--- config.mk ---
export PLATFORM = sky130hd
export DESIGN_NAME = qspinor_target_io
export DESIGN_NICKNAME = d
export VERILOG_FILES = /design/src/rtl/qspi_pkg.sv /design/src/rtl/qspi_sync.sv /design/src/rtl/qspinor_target_io.sv
export SDC_FILE = /design/constraint.sdc
export NUM_CORES = 1
export LEC_CHECK = 0
export BUFFER_PORTS_ARGS = -buffer_cell sky130_fd_sc_hd__buf_2
export CORE_ASPECT_RATIO = 1.5
export CORE_MARGIN = 4
export CORE_UTILIZATION = 53
export CTS_CLUSTER_DIAMETER = 200
export DETAILED_ROUTE_END_ITERATION = 7
export GPL_ROUTABILITY_DRIVEN = 0
export PLACE_DENSITY = 0.85
export SLEW_MARGIN = 25
export SYNTH_ARGS = -nofsm -noshare
export SYNTH_HDL_FRONTEND = slang
export SYNTH_SLANG_ARGS = --single-unit
--- constraint.sdc ---
create_clock -name clk -period 2.9 [get_ports clk]
set_clock_uncertainty 0.05 [all_clocks]
set_input_delay 0.29 -clock clk [delete_from_list [all_inputs] [get_ports clk]]
set_output_delay 0.29 -clock clk [all_outputs]
set_load 0.03 [all_outputs]
--- src/rtl/qspi_pkg.sv ---
// -----------------------------------------------------------------------------
// qspi_pkg
// Shared definitions for the QSPI NOR target I/O block: lane-width encoding,
// frame state encoding, header field sizes and small lane helpers.
// -----------------------------------------------------------------------------
package qspi_pkg;

    // Lane width selector. Code 3 is treated exactly like code 2 (quad).
    typedef enum logic [1:0] {
        WIDTH_X1     = 2'd0,
        WIDTH_X2     = 2'd1,
        WIDTH_X4     = 2'd2,
        WIDTH_X4_ALT = 2'd3
    } width_e;

    typedef enum logic [2:0] {
        ST_IDLE = 3'd0,
        ST_CMD  = 3'd1,
        ST_ADDR = 3'd2,
        ST_DMY  = 3'd3,
        ST_DATA = 3'd4
    } state_e;

    localparam int CMD_BITS  = 8;
    localparam int ADDR_BITS = 24;
    localparam int HDR_BITS  = CMD_BITS + ADDR_BITS;

    // Number of bits moved per sclk cycle.
    function automatic logic [2:0] lane_count(input width_e w);
        case (w)
            WIDTH_X1: return 3'd1;
            WIDTH_X2: return 3'd2;
            default:  return 3'd4;
        endcase
    endfunction

    // Lanes the target drives during the data phase. Single-lane reads go
    // out on lane 1, as on a classic SPI NOR (IO1 = MISO).
    function automatic logic [3:0] lane_enable(input width_e w);
        case (w)
            WIDTH_X1: return 4'b0010;
            WIDTH_X2: return 4'b0011;
            default:  return 4'b1111;
        endcase
    endfunction

endpackage

--- src/rtl/qspi_sync.sv ---
// -----------------------------------------------------------------------------
// qspi_sync
// Multi-stage flip-flop synchronizer for a vector of asynchronous inputs.
//   clk   : system clock
//   rstn  : asynchronous active-low reset, clears every stage to 0
//   d     : asynchronous inputs
//   q     : inputs after STAGES flops in the clk domain
// -----------------------------------------------------------------------------
module qspi_sync #(
    parameter int STAGES = 2,
    parameter int WIDTH  = 1
) (
    input  logic             clk,
    input  logic             rstn,
    input  logic [WIDTH-1:0] d,
    output logic [WIDTH-1:0] q
);

    logic [WIDTH-1:0] stage [STAGES];

    // NOTE: the stage array is a handful of flops, not a RAM, so it is safe
    // (and required here) to reset every element.
    always_ff @(posedge clk or negedge rstn) begin
        if (!rstn) begin
            for (int i = 0; i < STAGES; i++) stage[i] <= '0;
        end else begin
            // NOTE: non-blocking assignments make each stage take the previous
            // stage's old value, giving a true shift chain.
            stage[0] <= d;
            for (int i = 1; i < STAGES; i++) stage[i] <= stage[i-1];
        end
    end

    assign q = stage[STAGES-1];

endmodule

--- src/rtl/qspinor_target_io.sv ---
// -----------------------------------------------------------------------------
// qspinor_target_io
// QSPI NOR-style target front end (SPI mode 0). Receives an 8-bit command and
// a 24-bit address over 1/2/4 lanes, waits DMY_CYCLES dummy clocks, then
// streams read bytes from an upstream byte source until chip select rises.
// All serial inputs are oversampled in the clk domain (f_sclk <= f_clk/8).
//   clk, rstn           : system clock, asynchronous active-low reset
//   width               : lane width, sampled at the start of each frame
//   qspi_sclk/csb/mosi  : host clock, chip select (active-low), host lanes
//   qspi_miso, qspi_dir : target lanes and per-lane output enables
//   cmd, addr, hdr_vld  : received header and its one-clk valid pulse
//   rd_rdy, rd_d, rd_req: read byte source handshake (rd_req pops rd_d)
//   underrun            : sticky, a byte was needed while rd_rdy was low
//   busy                : a frame is in progress
// -----------------------------------------------------------------------------
module qspinor_target_io #(
    parameter int DMY_CYCLES  = 8,
    parameter int SYNC_STAGES = 2
) (
    input  logic        clk,
    input  logic        rstn,
    input  logic [1:0]  width,
    input  logic        qspi_sclk,
    input  logic        qspi_csb,
    input  logic [3:0]  qspi_mosi,
    output logic [3:0]  qspi_miso,
    output logic [3:0]  qspi_dir,
    output logic [7:0]  cmd,
    output logic [23:0] addr,
    output logic        hdr_vld,
    input  logic        rd_rdy,
    input  logic [7:0]  rd_d,
    output logic        rd_req,
    output logic        underrun,
    output logic        busy
);

    import qspi_pkg::*;

    localparam logic [5:0] CMD_END = 6'(CMD_BITS);
    localparam logic [5:0] HDR_END = 6'(HDR_BITS);
    localparam logic [7:0] DMY_N   = 8'(DMY_CYCLES);

    // ------------------------------------------------------------------
    // Synchronization and edge detection
    // ------------------------------------------------------------------
    logic [5:0] sync_q;
    logic       s_sclk, s_csb;
    logic [3:0] s_mosi;
    logic       sclk_q, csb_q;
    logic       sclk_rise, sclk_fall, csb_rise, csb_fall;

    // Synchronizer and edge history reset to 0, so csb looks low out of
    // reset. A host already mid-frame therefore produces no csb fall; the
    // frame is ignored until csb goes high and then low again.
    qspi_sync #(
        .STAGES (SYNC_STAGES),
        .WIDTH  (6)
    ) u_sync (
        .clk  (clk),
        .rstn (rstn),
        .d    ({qspi_sclk, qspi_csb, qspi_mosi}),
        .q    (sync_q)
    );

    assign s_sclk    = sync_q[5];
    assign s_csb     = sync_q[4];
    assign s_mosi    = sync_q[3:0];
    assign sclk_rise =  s_sclk & ~sclk_q;
    assign sclk_fall = ~s_sclk &  sclk_q;
    assign csb_rise  =  s_csb  & ~csb_q;
    assign csb_fall  = ~s_csb  &  csb_q;

    // ------------------------------------------------------------------
    // State and datapath registers
    // ------------------------------------------------------------------
    state_e      state, state_nxt;
    width_e      wid;
    logic [31:0] hdr_sh;     // cmd and addr shift in back to back
    logic [5:0]  bit_cnt;    // header bits received so far
    logic [7:0]  dmy_cnt;
    logic [7:0]  out_byte;   // bits of the current byte not yet presented
    logic [3:0]  out_cnt;    // 0 means the next fall is a byte boundary
    logic        hdr_done;

    // ------------------------------------------------------------------
    // Combinational next values
    // ------------------------------------------------------------------
    logic [2:0]  n_lanes;
    logic [5:0]  cnt_nxt;
    logic [31:0] hdr_sh_nxt;
    logic [7:0]  load_byte, out_src, out_byte_nxt;
    logic [3:0]  miso_nxt, out_cnt_nxt;

    assign n_lanes     = lane_count(wid);
    assign cnt_nxt     = bit_cnt + {3'b000, n_lanes};
    assign load_byte   = rd_rdy ? rd_d : 8'hFF;
    assign out_src     = (out_cnt == 4'd0) ? load_byte : out_byte;
    assign out_cnt_nxt = (out_cnt == 4'd0) ? 4'd8 - {1'b0, n_lanes}
                                           : out_cnt - {1'b0, n_lanes};

    always_comb begin
        // NOTE: every output of this block gets a default first so that no
        // path through the case statements can infer a latch.
        hdr_sh_nxt   = {hdr_sh[27:0], s_mosi};
        miso_nxt     = out_src[7:4];
        out_byte_nxt = {out_src[3:0], 4'b0000};
        case (wid)
            WIDTH_X1: begin
                hdr_sh_nxt   = {hdr_sh[30:0], s_mosi[0]};
                miso_nxt     = {2'b00, out_src[7], 1'b0};
                out_byte_nxt = {out_src[6:0], 1'b0};
            end
            WIDTH_X2: begin
                hdr_sh_nxt   = {hdr_sh[29:0], s_mosi[1:0]};
                miso_nxt     = {2'b00, out_src[7:6]};
                out_byte_nxt = {out_src[5:0], 2'b00};
            end
            default: ;
        endcase
    end

    // Next-state logic. A csb rise wins over any sclk edge seen in the same
    // clk so a frame can always be abandoned.
    always_comb begin
        state_nxt = state;
        hdr_done  = 1'b0;
        if (csb_rise) begin
            state_nxt = ST_IDLE;
        end else if (csb_fall && state == ST_IDLE) begin
            state_nxt = ST_CMD;
        end else if (sclk_rise) begin
            case (state)
                ST_CMD: begin
                    if (cnt_nxt == CMD_END) state_nxt = ST_ADDR;
                end
                ST_ADDR: begin
                    if (cnt_nxt == HDR_END) begin
                        hdr_done  = 1'b1;
                        state_nxt = (DMY_CYCLES == 0) ? ST_DATA : ST_DMY;
                    end
                end
                ST_DMY: begin
                    if (dmy_cnt + 8'd1 == DMY_N) state_nxt = ST_DATA;
                end
                default: ;
            endcase
        end
    end

    always_ff @(posedge clk or negedge rstn) begin
        if (!rstn) state <= ST_IDLE;
        else       state <= state_nxt;
    end

    always_ff @(posedge clk or negedge rstn) begin
        if (!rstn) begin
            sclk_q    <= 1'b0;
            csb_q     <= 1'b0;
            wid       <= WIDTH_X1;
            hdr_sh    <= '0;
            bit_cnt   <= '0;
            dmy_cnt   <= '0;
            out_byte  <= '0;
            out_cnt   <= '0;
            qspi_miso <= '0;
            qspi_dir  <= '0;
            cmd       <= '0;
            addr      <= '0;
            hdr_vld   <= 1'b0;
            rd_req    <= 1'b0;
            underrun  <= 1'b0;
        end else begin
            sclk_q  <= s_sclk;
            csb_q   <= s_csb;
            hdr_vld <= 1'b0;
            rd_req  <= 1'b0;
            if (csb_rise) begin
                // Release the bus and drop any partially shifted byte.
                qspi_dir  <= '0;
                qspi_miso <= '0;
                out_cnt   <= '0;
            end else if (csb_fall && state == ST_IDLE) begin
                wid      <= width_e'(width);
                hdr_sh   <= '0;
                bit_cnt  <= '0;
                dmy_cnt  <= '0;
                out_cnt  <= '0;
                underrun <= 1'b0;
            end else if (sclk_rise && (state == ST_CMD || state == ST_ADDR)) begin
                hdr_sh  <= hdr_sh_nxt;
                bit_cnt <= cnt_nxt;
                // cmd and addr commit together, so an aborted header leaves
                // both at their previous values.
                if (hdr_done) begin
                    cmd     <= hdr_sh_nxt[HDR_BITS-1 -: CMD_BITS];
                    addr    <= hdr_sh_nxt[ADDR_BITS-1:0];
                    hdr_vld <= 1'b1;
                end
            end else if (sclk_rise && state == ST_DMY) begin
                dmy_cnt <= dmy_cnt + 8'd1;
            end else if (sclk_fall && state == ST_DATA) begin
                qspi_dir  <= lane_enable(wid);
                qspi_miso <= miso_nxt;
                out_byte  <= out_byte_nxt;
                out_cnt   <= out_cnt_nxt;
                if (out_cnt == 4'd0) begin
                    if (rd_rdy) rd_req   <= 1'b1;
                    else        underrun <= 1'b1;
                end
            end
        end
    end

    assign busy = (state != ST_IDLE);

endmodule

Word-level counts from Yosys, hierarchy flattened
Index checks and enable logic that the tools add are counted.
{ "word_totals": {"input_bits": 19, "word_cells": 138, "output_inout_bits": 44, "regBits": 119} }
{ "op_classes": {"n_eq_ne": 19, "n_reduce_logical": 26, "bitwise": 12, "add_sub_neg": 4, "n_mux": 59} }
{ "op_table": {"columns": ["cell", "count"], "rows": [
  ["2-to-1 mux 4 bit", 16],
  ["case mux 32 bit (2 select lines)", 1],
  ["2-to-1 mux 31 bit", 2],
  ["2-to-1 mux 8 bit", 5],
  ["2-to-1 mux 1 bit", 22],
  ["2-to-1 mux 3 bit", 6],
  ["case mux 4 bit (2 select lines)", 2],
  ["case mux 8 bit (2 select lines)", 1],
  ["2-to-1 mux 6 bit", 2],
  ["inequality test 4 bit, second input constant", 3],
  ["inequality test 2 bit, second input constant", 5],
  ["AND reduction 5 bit", 2],
  ["nonzero test 2 bit", 5],
  ["case mux 3 bit (3 select lines)", 1],
  ["nonzero test 3 bit", 3],
  ["adder 8 x 1 -> 8 bit, second input constant", 1],
  ["== test 8 x 4 -> 1 bit, second input constant", 1],
  ["inverter 1 bit", 8],
  ["AND reduction 4 bit", 2],
  ["adder 6 x 3 -> 6 bit", 1],
  ["== test 3 x 2 -> 1 bit, second input constant", 2],
  ["== test 6 x 4 -> 1 bit, second input constant", 1],
  ["== test 6 bit, second input constant", 1],
  ["inequality test 3 bit, second input constant", 2],
  ["17 further kinds", 25]
]} }

Depth between registers and ports, before layout
{ "logic_depth": {"ltp_word": 13, "ltp_mapped": 13} }

Modules after synthesis
A second synthesis with hierarchy kept.
{ "hier_totals": {"cells_unflattened": 594, "hier_area_um2": 5768.0} }
{ "modules_own_cells": {"columns": ["module", "n_inst", "cells_each", "seq_area_each_um2", "area_per_inst_um2"], "rows": [
  ["qspinor_target_io", 1, 576, 2627.5, 5422.7],
  ["qspi_sync", 1, 18, 300.3, 345.3]
]} }

Worst setup path after synthesis
No wires, ideal clock.
{ "synth_path": {"kind": "reg2reg", "start": "register wid[0]", "end": "register addr[0]", "synth_period_minus_slack_ps": 2998, "path_slack_ps": -98, "path_stages_with_launch": 12, "arrival_ps": 2823, "setup_time_ps": 125, "cell_sequence": "dfrtp_1 -> buf_2 -> buf_1 -> nor2_1 -> ha_1 -> ha_1 -> a211oi_1 -> a21o_1 -> mux2i_1 -> and4_1 -> buf_4 -> mux2_2"} }
{ "synth_between": {"elab_chain_len": 10} }
{ "synth_lines": {"columns": ["item", "line", "source"], "rows": [
  ["start, declared", "qspinor_target_io.sv:78", "width_e wid;"],
  ["start signal, assigned", "qspinor_target_io.sv:184", "wid <= width_e'(width);"],
  ["== test 2 x 1 -> 1 bit / zero test 2 bit (equally long branches)", "qspi_pkg.sv:30", "case (w)"],
  ["case mux 3 bit (2 select lines) (*)", "qspi_pkg.sv:30", null],
  ["adder 6 x 3 -> 6 bit (*)", "qspinor_target_io.sv:96", "assign cnt_nxt = bit_cnt + {3'b000, n_lanes};"],
  ["== test 6 bit (*)", "qspinor_target_io.sv:138", "if (cnt_nxt == HDR_END) begin"],
  ["2-to-1 mux 1 bit (*)", "qspinor_target_io.sv:138", null],
  ["2-to-1 mux 1 bit (*)", "qspinor_target_io.sv:133", "case (state)"],
  ["2-to-1 mux 1 bit (*)", "qspinor_target_io.sv:132", "end else if (sclk_rise) begin"],
  ["2-to-1 mux 1 bit (*)", "qspinor_target_io.sv:130", "end else if (csb_fall && state == ST_IDLE) begin"],
  ["2-to-1 mux 1 bit (*)", "qspinor_target_io.sv:128", "if (csb_rise) begin"],
  ["AND reduction 4 bit (no source line) (*)", null, null],
  ["end signal, assigned", "qspinor_target_io.sv:197", "addr <= hdr_sh_nxt[ADDR_BITS-1:0];"],
  ["end, declared", "qspinor_target_io.sv:29", "output logic [23:0] addr,"]
]} }
Every way passes the cells marked *; elsewhere a longest branch is shown, timed or not.
A chain may end at the register's enable or synchronous reset.

Worst setup path in the final report
{ "layout_path": {"start": "register wid[0]", "end": "register addr[20]"} }
{ "layout_between": {"elab_chain_len": 10} }
{ "layout_lines": {"columns": ["item", "line"], "rows": [
  ["== test 2 x 1 -> 1 bit / zero test 2 bit (equally long branches)", "qspi_pkg.sv:30, qspinor_target_io.sv:108"],
  ["case mux 3 bit (2 select lines)", "qspi_pkg.sv:30"],
  ["adder 6 x 3 -> 6 bit", "qspinor_target_io.sv:96"],
  ["== test 6 bit", "qspinor_target_io.sv:138"],
  ["2-to-1 mux 1 bit", "qspinor_target_io.sv:138"],
  ["2-to-1 mux 1 bit", "qspinor_target_io.sv:133"],
  ["2-to-1 mux 1 bit", "qspinor_target_io.sv:132"],
  ["2-to-1 mux 1 bit", "qspinor_target_io.sv:130"],
  ["2-to-1 mux 1 bit", "qspinor_target_io.sv:128"],
  ["AND reduction 4 bit (no source line)", null]
]} }
Several ways; a longest one is shown, not always the timed one.

==> impl_metrics.csv <==
group,metric,value,unit
run_status,outcome,"completed",
cells_and_area,n_antenna_cell,0,
yosys,synth_top_family_by_area,"simple AND/OR/NAND/NOR gates",
yosys,synth.avg_cell_area,9.79,µm²
yosys,synth-edff-count,0,
yosys,synth-seq-area-share,50.3,%
yosys,synthTopCellsByArea,"dfrtp_1 50%, mux2i_1 12%, o21ai_0 6.0%",
clock_network,worst_skew_pair.late_latency,410,ps
global_route,antenna_found_initial,0,
clock_network,numCtsBuffers,17,
cells_and_area,fin_util,64.9,%
clock_network,ctsHtreeMaxLevel,4,
global_route,grt_max_degree,70,
cells_and_area,instances_no_fill,809,
clock_network,cts_setup_buffers,0,
worst_setup_path,cp_data_arrival_time,2980,ps
worst_setup_path,start_kind,"register",
yosys,synthAdderAreaFrac,1.76,%
placed_design,hpwl,8690,µm
worst_setup_path,critPathKind,"reg2reg",
sta,hold_viol_final,0,
worst_setup_path,end_kind,"register",
route,first_pass_iters,5,
floorplan,initial_core_util,54.6,%
yosys,yosysUniqueCellTypes,55,
sta,worst_pin_slew,696,ps
route,drt.antenna.violating_nets,0,
global_route,grt_pass1_vias,4661,
placed_design,numPortBuffers,62,
yosys,syn-num-nets,619,
floorplan,die_height,136,µm
sta,timing.slew.headroom,53.5,%
power_and_ir_drop,p_sw,0.00163,W
route,drc,0,
power_and_ir_drop,swShare,31.4,%
clock_network,clock-sinks,117,
floorplan,dieArea,12800,µm²
yosys,synth-seq-cells,117,
yosys,async_flop_share,100,%
floorplan,rows,46,
floorplan,core_region_area,10600,µm²
yosys,yosysTopAreaCellShare,50.3,%
power_and_ir_drop,p_int,0.00355,W
global_route,grt_usage,22.4,%
placed_design,placed_cells,770,
yosys,synth_top_cell_by_area,"dfrtp_1",
sta,fin_crit,2710,ps
yosys,syn_area,5820,µm²
floorplan,ios,63,
yosys,ys_warn_count,0,
route,drt_iter0_markers,338,
yosys,ys.flop_type,"dfrtp_1",
power_and_ir_drop,peakVddDrop,0.613,mV
sta,clock.fmax,369,MHz
clock_network,clockBufferDepth,2,
floorplan,die_w,93.5,µm
worst_setup_path,critPathRequiredTime,3170,ps
hold_path,min_path_type,"in2reg",
power_and_ir_drop,clockPowerShare,39.7,%
yosys,synthMuxAreaShare,12.5,%
route,vias,4626,
clock_network,clk_pin_slew,50,ps
power_and_ir_drop,power_frac_seq,35.9,%
power_and_ir_drop,comb_power_share,24.4,%
sta,tns,0,ps
run,max_cap_viol_count,0,
sta,rsz0062_at_grt,"false",
yosys,synth_simple_gate_area_share,14.0,%
cells_and_area,area_growth,18.8,%
route,wl_per_cell,16.3,µm
power_and_ir_drop,p_leak,3.18,nW
yosys,syn_inst,594,
sta,drv_slew,0,
worst_setup_path,path_max_fanout,15,
sta,period_share,93.4,%
yosys,synth_compound_area_share,13.7,%
sta,finalSetupViolations,0,
clock_network,tritoncts,"built",
power_and_ir_drop,p_per_area,750,nW/µm²
yosys,synth-xor-area-share,1.66,%
cells_and_area,drive_gt1_share,18.8,%
clock_network,root_buffer,"clkbuf_16",
cells_and_area,fin_nets,677,
global_route,grt_overflow,0,
route,vias_per_cell,5.72,
route,totalWireLength,13200,µm
global_route,grt_pass1_wl,22500,µm
==> cell usage in the layout (no fill, tap or decap), types with 4 or more instances in the layout <==
| master | n |
|---|---|
| clkbuf_8 | 4 |
| ha_1 | 5 |
| or3_1 | 4 |
| o21ai_0 | 70 |
| o31ai_1 | 5 |
| nand3b_1 | 6 |
| a22o_1 | 4 |
| buf_4 | 10 |
| a21oi_1 | 34 |
| nand3_1 | 38 |
| nand2b_1 | 4 |
| xor2_1 | 5 |
| nor2b_1 | 6 |
| clkbuf_16 | 17 |
| buf_2 | 61 |
| dlygate4sd3_1 | 7 |
| mux2_2 | 4 |
| nor2_1 | 55 |
| dfrtp_1 | 115 |
| inv_1 | 42 |
| mux2i_1 | 67 |
| xnor2_1 | 6 |
| nand2_1 | 31 |
==> metal layers <==
metal | vias up | routed length, µm | track usage, %
met4 | 0 | 314 | 8.84
li1 | 2168 | - | -
met3 | 29 | 547 | 4.76
met1 | 2305 | 5230 | 26.5
met5 | - | 0 | 0
met2 | 124 | 7120 | 39.4
==> Yosys cell counts (all sizes together) (6+ instances only) <==
library cell	count
mux2i	68
o21ai	72
nand2	31
a21oi	34
nand3b	6
dfrtp	117
clkbuf	20
nor2b	6
nand3	39
buf	22
nor2	55
inv	42
xnor2	6
==> sequential cells by signal, indices dropped and copies added, names as in the netlist, 2 cells and up <==
name          count
hdr_sh           31
addr             24
cmd               8
dmy_cnt           8
out_byte          7
bit_cnt           6
u_sync.q          6
u_sync.stage      6
out_cnt           4
qspi_miso         4
qspi_dir          3
state             3
wid               2
==> path summary, 6_finish.rpt <==
path                                        from           to  slack (ps)  cells after the start
worst min-delay path                    width[0]       wid[0]          70                      3
worst max-delay path                      wid[0]     addr[20]         190                      8
worst max register to register            wid[0]     addr[20]         190                      8
max in group asynchronous                   rstn       wid[1]        1580                      3
worst min register to register  u_sync.stage[10]  u_sync.q[4]         300                      0
min in group asynchronous                   rstn  out_byte[5]         420                      2
==> stage by stage <==
step	hold slack, ps	setup slack, ps	area [µm²]	total power [W]
2_1_floorplan	-55.6	36.1	5820	0.00279
3_3_place_gp	285	234	6230	0.00302
3_5_place_dp	286	5.10	6230	0.00308
4_1_cts	43.5	57.5	6900	0.00518
5_1_grt	75.9	34.6	6910	0.00543
6_report	72.1	190	6910	0.00518
==> cells by family (layout without fill, tap and decap cells) <==
logic type,after synthesis,in the layout
AO/OA/AOI/OAI,136,136
XOR/XNOR,11,11
adder cells (fa/ha/maj),8,8
buffers and inverters,84,155
flip-flops,117,117
multiplexers,72,72
AND/OR/NAND/NOR,166,166
==> power by group through the flow <==
stage	combinational, W	clock (W)	sequential [W]
final	0.00127	0.00206	0.00186
after global routing	0.00139	0.00216	0.00188
after CTS	0.00124	0.00209	0.00186
after detailed placement	0.00120	0	0.00188
after global placement	0.00115	0	0.00187
after floorplan	0.000978	0	0.00182
==> worst max-delay path, cell delays in order (launching register included) <==
cell and delay (ps):
dfrtp_2 420, nor2_1 170, ha_1 290, ha_1 280, or3_1 390, mux2i_2 240
and4_4 330, buf_6 220, mux2i_1 230
==> repair_timing <==
action / in CTS / in global routing
endpoints found under the hold margin: 56 / 0
hold buffers: 7 / 0
setup endpoints to repair: 1 / 32
gates resized for setup: 1 / 4
==> layout make-up <==
class                           instances  area [µm²]
Fill cell                             815        3730
Sequential cell                       117        2930
Multi-Input combinational cell        393        2550
Timing Repair Buffer                   81         502
Clock buffer                           24         492
Tap cell                              144         180
Inverter                               42         158
Clock inverter                          8        97.6
Power figures use the tool's default switching activity.
